==> config.mk <==
export PLATFORM = sky130hd
export DESIGN_NAME = bus_gen_arbiter
export DESIGN_NICKNAME = d
export VERILOG_FILES = /design/src/rtl/bus_gen_arbiter.sv
export SDC_FILE = /design/constraint.sdc
export NUM_CORES = 1
export LEC_CHECK = 0
export CORE_MARGIN = 2
export CORE_UTILIZATION = 35
export CTS_CLUSTER_DIAMETER = 120
export DETAILED_ROUTE_END_ITERATION = 6
export PLACE_DENSITY_LB_ADDON = 0.25
export SYNTH_ARGS = -nofsm -noshare
export SYNTH_HDL_FRONTEND = slang
export SYNTH_SLANG_ARGS = --single-unit
==> constraint.sdc <==
create_clock -name clk -period 1.9 [get_ports clk]
set_input_delay 0.19 -clock clk [delete_from_list [all_inputs] [get_ports clk]]
set_output_delay 0.19 -clock clk [all_outputs]
set_load 0.02 [all_outputs]
==> src/rtl/bus_gen_arbiter.sv <==
// rtl/bus_gen_arbiter.sv - shared-bus generator with one round-robin arbiter per bus
// Optional: define BUS_DROP_CNT_EN to add a saturating 16-bit dropped-packet counter per bus.
module bus_gen_arbiter #(
   parameter int         bits      = 1,
   parameter int         drvrs     = 4,
   parameter int         pckg_sz   = 32,
   parameter logic [7:0] broadcast = 8'hFF
) (
   input  logic                           clk,
   input  logic                           reset,
   input  logic [bits*drvrs-1:0]          pndng,
   input  logic [bits*drvrs*pckg_sz-1:0]  D_pop,
   output logic [bits*drvrs-1:0]          pop,
   output logic [bits*drvrs-1:0]          push,
   output logic [bits*pckg_sz-1:0]        D_push
`ifdef BUS_DROP_CNT_EN
   ,
   output logic [bits*16-1:0]             drop_cnt
`endif
);

   localparam int IW = $clog2(drvrs);
   localparam logic [drvrs-1:0] ONE = {{(drvrs-1){1'b0}}, 1'b1};

   typedef enum logic [1:0] {IDLE, POP, PUSH} state_t;

   for (genvar b = 0; b < bits; b++) begin : g_bus
      state_t               state, state_nxt;
      logic [IW-1:0]        sel, sel_nxt;
      logic [IW-1:0]        last_grant, grant_nxt;
      logic [drvrs-1:0]     pop_r, pop_nxt;
      logic [drvrs-1:0]     push_r, push_nxt;
      logic [pckg_sz-1:0]   dpush_r, dpush_nxt;
      logic [drvrs-1:0]     req;
      logic [pckg_sz-1:0]   heads [drvrs];
      logic [pckg_sz-1:0]   head;
      logic [7:0]           dest;
      logic                 found;
      logic [IW-1:0]        pick, cand;
      int                   idx;

      for (genvar d = 0; d < drvrs; d++) begin : g_head
         assign heads[d] = D_pop[(b*drvrs+d)*pckg_sz +: pckg_sz];
      end

      assign req  = pndng[b*drvrs +: drvrs];
      assign head = heads[sel];
      assign dest = head[pckg_sz-1 -: 8];

      always_ff @(posedge clk) begin
         if (!reset) begin
            state      <= IDLE;
            sel        <= '0;
            last_grant <= IW'(drvrs-1);
            pop_r      <= '0;
            push_r     <= '0;
            dpush_r    <= '0;
         end else begin
            state      <= state_nxt;
            sel        <= sel_nxt;
            last_grant <= grant_nxt;
            pop_r      <= pop_nxt;
            push_r     <= push_nxt;
            dpush_r    <= dpush_nxt;
         end
      end

      always_comb begin
         state_nxt = state;
         sel_nxt   = sel;
         grant_nxt = last_grant;
         pop_nxt   = '0;
         push_nxt  = '0;
         dpush_nxt = dpush_r;
         found     = 1'b0;
         pick      = '0;
         cand      = '0;
         idx       = 0;
         // Search starts just past the last grant so every requester gets a turn.
         for (int i = 1; i <= drvrs; i++) begin
            idx = int'(last_grant) + i;
            if (idx >= drvrs) idx = idx - drvrs;
            cand = IW'(idx);
            if (!found && req[cand]) begin
               found = 1'b1;
               pick  = cand;
            end
         end
         unique case (state)
            IDLE: begin
               if (found) begin
                  sel_nxt   = pick;
                  pop_nxt   = ONE << pick;
                  state_nxt = POP;
               end
            end
            POP: begin
               dpush_nxt = head;
               if (dest == broadcast)
                  push_nxt = ~(ONE << sel);
               else if (int'(dest) < drvrs)
                  push_nxt = ONE << dest[IW-1:0];
               state_nxt = PUSH;
            end
            PUSH: begin
               grant_nxt = sel;
               state_nxt = IDLE;
            end
            default: state_nxt = IDLE;
         endcase
      end

      assign pop[b*drvrs +: drvrs]       = pop_r;
      assign push[b*drvrs +: drvrs]      = push_r;
      assign D_push[b*pckg_sz +: pckg_sz] = dpush_r;

`ifdef BUS_DROP_CNT_EN
      logic [15:0] drops;
      // An empty push mask in PUSH can only mean an invalid destination.
      always_ff @(posedge clk) begin
         if (!reset)
            drops <= '0;
         else if (state == PUSH && push_r == '0 && drops != 16'hFFFF)
            drops <= drops + 16'd1;
      end
      assign drop_cnt[b*16 +: 16] = drops;
`endif
   end

endmodule

### Word-level counts from Yosys, hierarchy flattened

Cells that the tools add are included.

* bits in registers: 46
* output and inout bits: 40

* equal/unequal tests: 4
* reductions and logical operators: 10
* magnitude comparators: 10
* multiplexer cells: 27
* $add $sub $neg: 8
* shift operators: 3
* bitwise gates (word level): 2

Operator list (number)
* binary-select mux 32 bit (select 2 bit): 1
* 2-to-1 mux 32 bit: 2
* 2-to-1 mux 2 bit: 9
* greater-or-equal comparator 3 bit (second input constant): 4
* less-than comparator 2 x 3 -> 1 bit (second input constant): 4
* << shifter 1 x 2 -> 4 bit (first input constant): 3
* binary-select mux 1 bit (select 2 bit): 4
* equality test 8 bit (second input constant): 1
* less-than comparator 8 x 3 -> 1 bit (second input constant): 1
* 2-to-1 mux 1 bit: 8
* 2-to-1 mux 4 bit: 2
* subtractor 2 x 1 -> 2 bit (second input constant): 4
* adder 2 x 2 -> 3 bit (second input constant): 2
* adder 2 x 3 -> 4 bit (second input constant): 1
* greater-or-equal comparator 4 x 3 -> 1 bit (second input constant): 1
* NOT 4 bit: 1
* case mux 2 bit (2 select lines): 1
* AND reduction 2 bit: 2
* adder 2 x 1 -> 3 bit (second input constant): 1
* logical AND 1 bit: 3
* zero test 1 bit: 3
* NOT 2 -> 3 bit: 1
* AND reduction 3 bit: 1
* equality test 2 x 1 -> 1 bit (second input constant): 1
* 3 further kinds: 3

### Logic depth before layout (Yosys ltp)

Gate-level depths: netlist of run 1.

* depth in word-level cells: 17
* gate-level depth with buffers: 6
* mapped depth without buffers: 4

### Least setup slack after synthesis of run 1

No wires, ideal clock.

* path kind: reg-to-reg
* from: register g_bus[0].sel[0]
* to: register g_bus[0].dpush_r[1], in the netlist D_push[1]
* arrival time: 1.506 ns
* clock period less this slack: 1.638 ns
* required time: 1.768 ns
* slack: 0.262 ns
* library setup time: 0.132 ns
* buffers on the path: 3
* cell stages (with the launch flop): 7
* cell sequence: dfxtp_1 -> buf_6 -> buf_4 -> buf_4 -> mux4_2 -> nand2_1 -> a21oi_1

* cells in the longest elaborated chain, start to end: 4

Ends and longest elaborated chain
* start: declaration: line 29 `logic [IW-1:0] sel, sel_nxt;`
* start signal: assignment: line 60 `sel <= sel_nxt;`
* NOT 2 -> 3 bit (not written as such): line 47 `assign head = heads[sel];`
* binary-select mux 32 bit (select 2 bit): line 47
* 2-to-1 mux 32 bit (not written as such) (2 in a row): line 47
* end signal: assignment: line 64 `dpush_r <= dpush_nxt;`
* end: declaration: line 33 `logic [pckg_sz-1:0] dpush_r, dpush_nxt;`

Every way passes these cells. The select of a mux whose other input is x is not followed.
A chain may end at the register's enable or synchronous reset.

### Final worst setup path of run 1

* from: register g_bus[0].sel[0]
* to: register g_bus[0].push_r[0], in the netlist push[0]

* cells in the longest elaborated chain, start to end: 7
* elaborated cells on any way between the ends: 11
* classes of those cells: order compare: 1; eq/ne: 1; shift: 2; mux: 5; bitwise: 2

Ends and longest elaborated chain
* NOT 2 -> 3 bit (not written as such): line 47
* binary-select mux 32 bit (select 2 bit): line 47
* 2-to-1 mux 32 bit (not written as such) (2 in a row): line 47
* less-than comparator 8 x 3 -> 1 bit / << shifter 1 x 2 -> 4 bit (equally long branches): line 101, 102
* 2-to-1 mux 4 bit: line 101 `else if (int'(dest) < drvrs)`
* 2-to-1 mux 4 bit *: line 99 `if (dest == broadcast)`
* end signal: assignment: line 63 `push_r <= push_nxt;`
* end: declaration: line 32 `logic [drvrs-1:0] push_r, push_nxt;`

Every way passes the cells marked *; elsewhere a longest branch is shown, timed or not. The select of a mux whose other input is x is not followed.

==> flow_metrics.py, run 1 <==
metrics = {
    "worst_setup_path": {
        "r2r_slack_ns": 0.18,
        "path_buf_inv": 0,
        "crit_required_ns": 2.11,
        "worst_path_max_delay_cell": "mux4_1",
        "worstPathMaxFanout": 10,
        "worstSetupPathType": "reg2reg",
        "path_depth": 4,
        "cp_top_family": "multiplexers",
        "endpoint_kind": "flop",
        "crit_chain": "mux4_1 -> nor2_1 -> nand4b_2 -> o32ai_2",
        "max_stage_delay_ns": 0.64,
        "rr_endpoint": "push[0]$_SDFF_PN0_",
        "cp.arrival_ns": 1.94,
        "r2r-start": "g_bus[0].sel[0]$_SDFFE_PN0P_",
        "ff2ff_path_depth": 4,
        "startpoint_type": "flop",
    },
    "cts": {
        "cts_tree": "yes",
        "clkTransAtPathRegs_ns": 0.08,
        "cts.sinks": 46,
        "cts_setup_buffers": 0,
        "ctsRootBufferMaster": "clkbuf_8",
        "cts.path.max_buffers": 2,
        "clock_latency_ns": 0.29,
        "cts_htree_levels": 2,
        "cts_buffers": 5,
    },
    "synth": {
        "synth_warnings": 0,
        "synthDistinctLibCells": 31,
        "syn_area_sq_um": 2500,
        "synth_nets": 380,
        "ys_seq_area_share_pct": 36.9,
        "syn_inst": 246,
        "avgSynthCellArea_sq_um": 10.2,
        "ys_seq_elements": 46,
    },
    "timing": {
        "relSlewSlack_pct": 64.6,
        "finClkSkew_ns": 0.00498,
        "rsz0062_at_grt": "false",
        "final_hold_viol_count": 0,
        "period_share_pct": 90.8,
        "finalSetupTns_ns": 0,
        "slew_viol_final": 0,
        "fmax_mhz": 580,
        "worstMarginPinSlew_ns": 0.527,
        "finalSetupViolCount": 0,
        "setup_slack_ns": 0.176,
        "fin_crit_ns": 1.72,
    },
    "cells_and_area": {
        "n_antenna_cell": 0,
        "post-route-util_pct": 65.8,
        "syn_to_final_growth_pct": 79.9,
        "fin_nets": 553,
        "drive_gt1_share_pct": 12.6,
    },
    "min_path": {
        "hold_depth": 2,
        "min_to": "D_push[5]$_SDFFE_PN0N_",
        "hold_class": "reg2reg",
        "hp-start": "D_push[5]$_SDFFE_PN0N_",
    },
    "run_status": {
        "status": "complete, no violations",
    },
    "power": {
        "total_power_mw": 3.00,
        "peakVddDrop_uv": 367,
        "total_leakage_power_nw": 1.59,
        "powerDensity_nw_per_um2": 667,
    },
    "global_route": {
        "gr-usage-all-layers_pct": 20.2,
        "grt_pass1_vias": 2683,
        "gr-total-overflow": 0,
        "antenna_found_initial": 0,
        "grt_pass1_wl_um": 12100,
        "grt_max_degree": 35,
    },
    "job": {
        "maxCapViolCount": 0,
    },
    "route": {
        "drt_iter0_drc": 73,
        "routed_wl_um": 7960,
        "firstDrtPassIters": 4,
        "drt-vias-per-instance": 5.01,
        "drtAntennaViolNets": 0,
        "via_count": 2585,
        "wire_per_inst_um": 15.4,
        "drc": 0,
    },
    "placement": {
        "place_hpwl_um": 6430,
        "dpl_worst_slack_ns": 0.0779,
        "place_congestion": 0.822,
        "port_buffers": 173,
    },
    "floorplanning": {
        "dieArea_sq_um": 7830,
        "core_sq_um": 6830,
        "ios": 174,
        "die_w_um": 88.5,
        "die_height_um": 88.5,
        "start_util_pct": 36.6,
        "num_rows": 30,
    },
}
worst max-delay path by stage:
stage,endpoint,slack (ns),from
detailed placement,push[0]$_SDFF_PN0_,0.08,D_pop[124]
CTS,push[0]$_SDFF_PN0_,0.09,g_bus[0].sel[0]$_SDFFE_PN0P_
finish,push[0]$_SDFF_PN0_,0.18,g_bus[0].sel[0]$_SDFFE_PN0P_
global placement,push[0]$_SDFF_PN0_,0.14,D_pop[124]
floorplan,D_push[1]$_SDFFE_PN0N_,0.26,g_bus[0].sel[0]$_SDFFE_PN0P_
global route,push[0]$_SDFF_PN0_,0.06,g_bus[0].sel[1]$_SDFFE_PN0P_
cells in the mapped netlist:
cell type	count	share of area, %
buf_1	1	0.15
buf_6	1	0.45
nand2_1	69	10
o2111ai_1	1	0.35
mux4_2	27	24
buf_4	4	1.2
nand4b_2	1	0.60
nand2b_1	8	2.0
nand3_2	1	0.40
o211ai_1	2	0.60
nor3_1	3	0.60
o21ai_0	4	0.80
o211a_1	1	0.40
o32ai_2	1	0.65
clkbuf_1	12	1.8
a211oi_1	2	0.60
buf_2	1	0.20
o22a_1	1	0.35
o32ai_1	3	1.1
dfxtp_1	46	37
inv_1	4	0.60
a21oi_1	34	6.8
nor4_1	1	0.25
nand3b_1	1	0.30
mux4_1	5	5.3
and4_1	2	0.70
nor3_2	1	0.40
nor3b_1	2	0.60
clkinv_1	1	0.15
nor2b_1	2	0.50
nor2_1	4	0.60
cells in the final DEF, fill, tap and decap left out:
cell type / n
a211oi_1: 2
a21oi_1: 34
and4_1: 2
buf_4: 12
bufinv_16: 2
clkbuf_8: 6
clkdlybuf4s50_1: 173
clkinv_1: 1
dfxtp_1: 45
dfxtp_4: 1
inv_1: 4
mux4_1: 5
mux4_2: 27
nand2_1: 69
nand2b_1: 8
nand3_2: 1
nand3b_1: 1
nand4b_2: 1
nor2_1: 4
nor2b_1: 1
nor2b_2: 1
nor3_1: 3
nor3_2: 1
nor3b_1: 2
nor4_1: 1
o2111ai_1: 1
o211a_1: 1
o211ai_1: 2
o21ai_0: 4
o22a_1: 1
o32ai_1: 3
o32ai_2: 1
cell families after synthesis:
group / count (synthesis) / share of synthesized area, %
AND/OR/NAND/NOR: 95 / 17.3
buffers and inverters: 24 / 4.56
multiplexers: 32 / 29.6
flip-flops: 46 / 36.9
AO/OA/AOI/OAI: 49 / 11.6
stage by stage:
step                      hold slack (ns)  instance area (sq um)  cells
after floorplan                     0.279                   2500    246
final                               0.456                   4490    516
after global routing                0.481                   4490    516
after detailed placement            0.445                   4350    508
after global placement              0.441                   4350    508
after CTS                           0.458                   4490    516
routing by layer:
metal	wire length, um	GRT usage [%]	vias to the layer above
met1	2960	22.6	1238
li1	-	-	1247
met2	4320	36.6	87
met5	0	0	-
met4	136	6.75	0
met3	546	5.97	13
power by group:
part	switching (mW)	leakage, nW	internal (mW)	total, mW
clock network	0.327	0.0714	0.561	0.888
logic	0.409	1.14	0.608	1.02
registers	0.0535	0.377	1.04	1.09
sequential cells by signal, summed over array words and instances, names as in the netlist:
signal / flops
D_push: 32
g_bus.last_grant: 2
g_bus.sel: 2
g_bus.state: 2
pop: 4
push: 4
final cells by class:
type	count	area, sq um
repair buffers	185	1820
multi-input cells	176	1470
well taps	96	120
fillers	551	2340
clock buffers	6	82.6
flip-flops and latches	46	925
clock inverters	2	60.1
inverters	5	18.8
worst min-delay path, delay by kind of cell (launching register included):
kind	cells	cell delay [ns]
AND/OR/NAND/NOR	1	0.05
AO/OA/AOI/OAI	1	0.05
flip-flops	1	0.31
timing repair:
action / CTS / global route
hold buffers: 0 / 0
resized for setup: 0 / 1
endpoints found under the setup margin: 0 / 1
No activity file was read; power rests on OpenSTA's default activity.
==> inputs of run 2 (changes only) <==
--- a/config.mk
+++ b/config.mk
@@ -5,8 +5,8 @@
 export SDC_FILE = /design/constraint.sdc
 export NUM_CORES = 1
 export LEC_CHECK = 0
-export CORE_MARGIN = 2
-export CORE_UTILIZATION = 35
+export CORE_MARGIN = 5
+export CORE_UTILIZATION = 25
 export CTS_CLUSTER_DIAMETER = 120
 export DETAILED_ROUTE_END_ITERATION = 6
 export PLACE_DENSITY_LB_ADDON = 0.25
==> run 2 against run 1 <==
Cell count increased by 7.4%; highest routed layer unchanged; global-route usage fell by 5.6 points; die area grew 54%; register-to-register slack got worse by 0.03 ns; sequential power hardly changed; wire length increased by 15%.
==> flow_metrics.py, run 2 (synthesis gave the netlist of run 1 again) <==
metrics = {
    "worst_setup_path": {
        "r2r_slack_ns": 0.15,
        "r2r-start": "g_bus[0].sel[0]$_SDFFE_PN0P_",
        "crit_required_ns": 2.11,
        "worstSetupPathType": "reg2reg",
        "startpoint_type": "flop",
        "ff2ff_path_depth": 4,
        "endpoint_kind": "flop",
        "setup.worst_path.start": "g_bus[0].sel[0]$_SDFFE_PN0P_",
        "worstPathMaxFanout": 10,
        "setup.worst_path.end": "push[0]$_SDFF_PN0_",
        "cp.arrival_ns": 1.96,
        "rr_endpoint": "push[0]$_SDFF_PN0_",
    },
    "cells_and_area": {
        "final_common_cell": "clkdlybuf4s50_1",
        "design_area_sq_um": 4510,
        "syn_to_final_growth_pct": 80.8,
        "n_antenna_cell": 0,
        "seqCellArea_sq_um": 926,
        "multi_input_area_sq_um": 1470,
        "num-fill-cells": 949,
        "mostFrequentLayoutCells": "clkdlybuf4s50_1 (173), nand2_1 (69), dfxtp_1 (44)",
        "fin_nets": 554,
        "post-route-util_pct": 46.2,
        "drive_gt1_share_pct": 13.1,
        "largest_reg_flops": 32,
    },
    "timing": {
        "hold_ws_ns": 0.454,
        "fin_crit_ns": 1.75,
        "worstMarginPinSlew_ns": 0.513,
        "finalSetupTns_ns": 0,
        "period_share_pct": 92.2,
        "finClkSkew_ns": 0.00798,
        "relSlewSlack_pct": 65.5,
        "rsz0062_at_grt": "false",
        "final_hold_viol_count": 0,
        "finalSetupViolCount": 0,
        "slew_viol_final": 0,
        "fmax_mhz": 571,
    },
    "placement": {
        "place_hpwl_um": 7280,
        "place_area_sq_um": 4400,
        "place_congestion": 0.735,
        "port_buffers": 173,
    },
    "global_route": {
        "gr-total-overflow": 0,
        "antenna_found_initial": 0,
        "grt_pass1_wl_um": 13700,
        "grt_max_degree": 35,
        "gr-usage-all-layers_pct": 14.6,
        "grt_pass1_vias": 2735,
    },
    "cts": {
        "clock_latency_ns": 0.29,
        "ctsRootBufferMaster": "clkbuf_8",
        "cts-hold-fix-buffers": 0,
        "cts_buffers": 5,
        "cts_htree_levels": 2,
        "cts.sinks": 46,
        "cts_tree": "yes",
        "cts.path.max_buffers": 2,
        "clkTransAtPathRegs_ns": 0.09,
    },
    "route": {
        "drt-vias-per-instance": 4.64,
        "wire_per_inst_um": 16.6,
        "drc": 0,
        "via_count": 2569,
        "routed_wl_um": 9180,
        "firstDrtPassIters": 4,
        "drt_iter0_drc": 86,
        "drtAntennaViolNets": 0,
    },
    "min_path": {
        "hp-start": "D_push[21]$_SDFFE_PN0N_",
        "hold_class": "reg2reg",
    },
    "floorplanning": {
        "ios": 174,
        "die_height_um": 110,
        "start_util_pct": 25.6,
        "die_w_um": 110,
        "num_rows": 36,
        "core_sq_um": 9770,
        "dieArea_sq_um": 12100,
    },
    "power": {
        "powerDensity_nw_per_um2": 631,
        "peakVddDrop_uv": 360,
        "total_power_mw": 2.85,
        "total_leakage_power_nw": 1.58,
    },
    "job": {
        "maxCapViolCount": 0,
    },
    "run_status": {
        "status": "complete, no violations",
    },
}
-- run 2: cell count changes in the layout (fill, tap and decap cells not counted) --
cell       previous run  this run
dfxtp_2               0         1
bufinv_16             2         1
clkbuf_8              6         5
clkinv_2              0         2
dfxtp_1              45        44
buf_4                12        13
-- run 2: worst max-delay path: stages, from the launching register on --
cell	delay, ns
dfxtp_4	0.46
mux4_1	0.64
nor2_1	0.17
nand4b_2	0.17
o32ai_2	0.23
-- run 2: what timing repair did --
action	CTS	global route
gates resized for setup	0	1
setup endpoints to repair	0	1
buffers inserted	0	0
-- run 2: worst min path at each step --
stage,to,depth (start not counted),slack (ns)
4_1_cts,D_push[21]$_SDFFE_PN0N_,2,0.46
3_3_place_gp,D_push[21]$_SDFFE_PN0N_,2,0.44
3_5_place_dp,D_push[14]$_SDFFE_PN0N_,2,0.45
5_1_grt,D_push[13]$_SDFFE_PN0N_,2,0.48
6_report,D_push[21]$_SDFFE_PN0N_,2,0.45
2_1_floorplan,g_bus[0].last_grant[0]$_SDFFE_PN1N_,1,0.28
-- run 2: through the flow --
| step | std cells | worst slack [ns] |
|---|---|---|
| 6_report | 554 | 0.148 |
| 5_1_grt | 554 | 0.0663 |
| 4_1_cts | 554 | 0.0541 |
| 3_5_place_dp | 546 | 0.0676 |
| 3_3_place_gp | 546 | 0.112 |
| 2_1_floorplan | 246 | 0.262 |
-- run 2: layout make-up --
class                   instances  area share [%]
repair buffers                186            40.5
multi-input cells             176            32.5
flip-flops and latches         46            20.5
well taps                     133            3.69
clock buffers                   5            1.52
clock inverters                 3           0.887
inverters                       5           0.416
-- run 2: where the power goes --
part | switching, mW | internal [mW] | leakage, nW
sequential | 0.0556 | 1.04 | 0.377
combinational | 0.420 | 0.614 | 1.15
clock | 0.332 | 0.388 | 0.0579
total | 0.808 | 2.04 | 1.58
-- run 2: metal layers --
layer	track usage (%)	wire length, um
met2	25.2	4560
met4	4.19	134
met1	17.1	3740
met5	0	0
met3	4.87	735
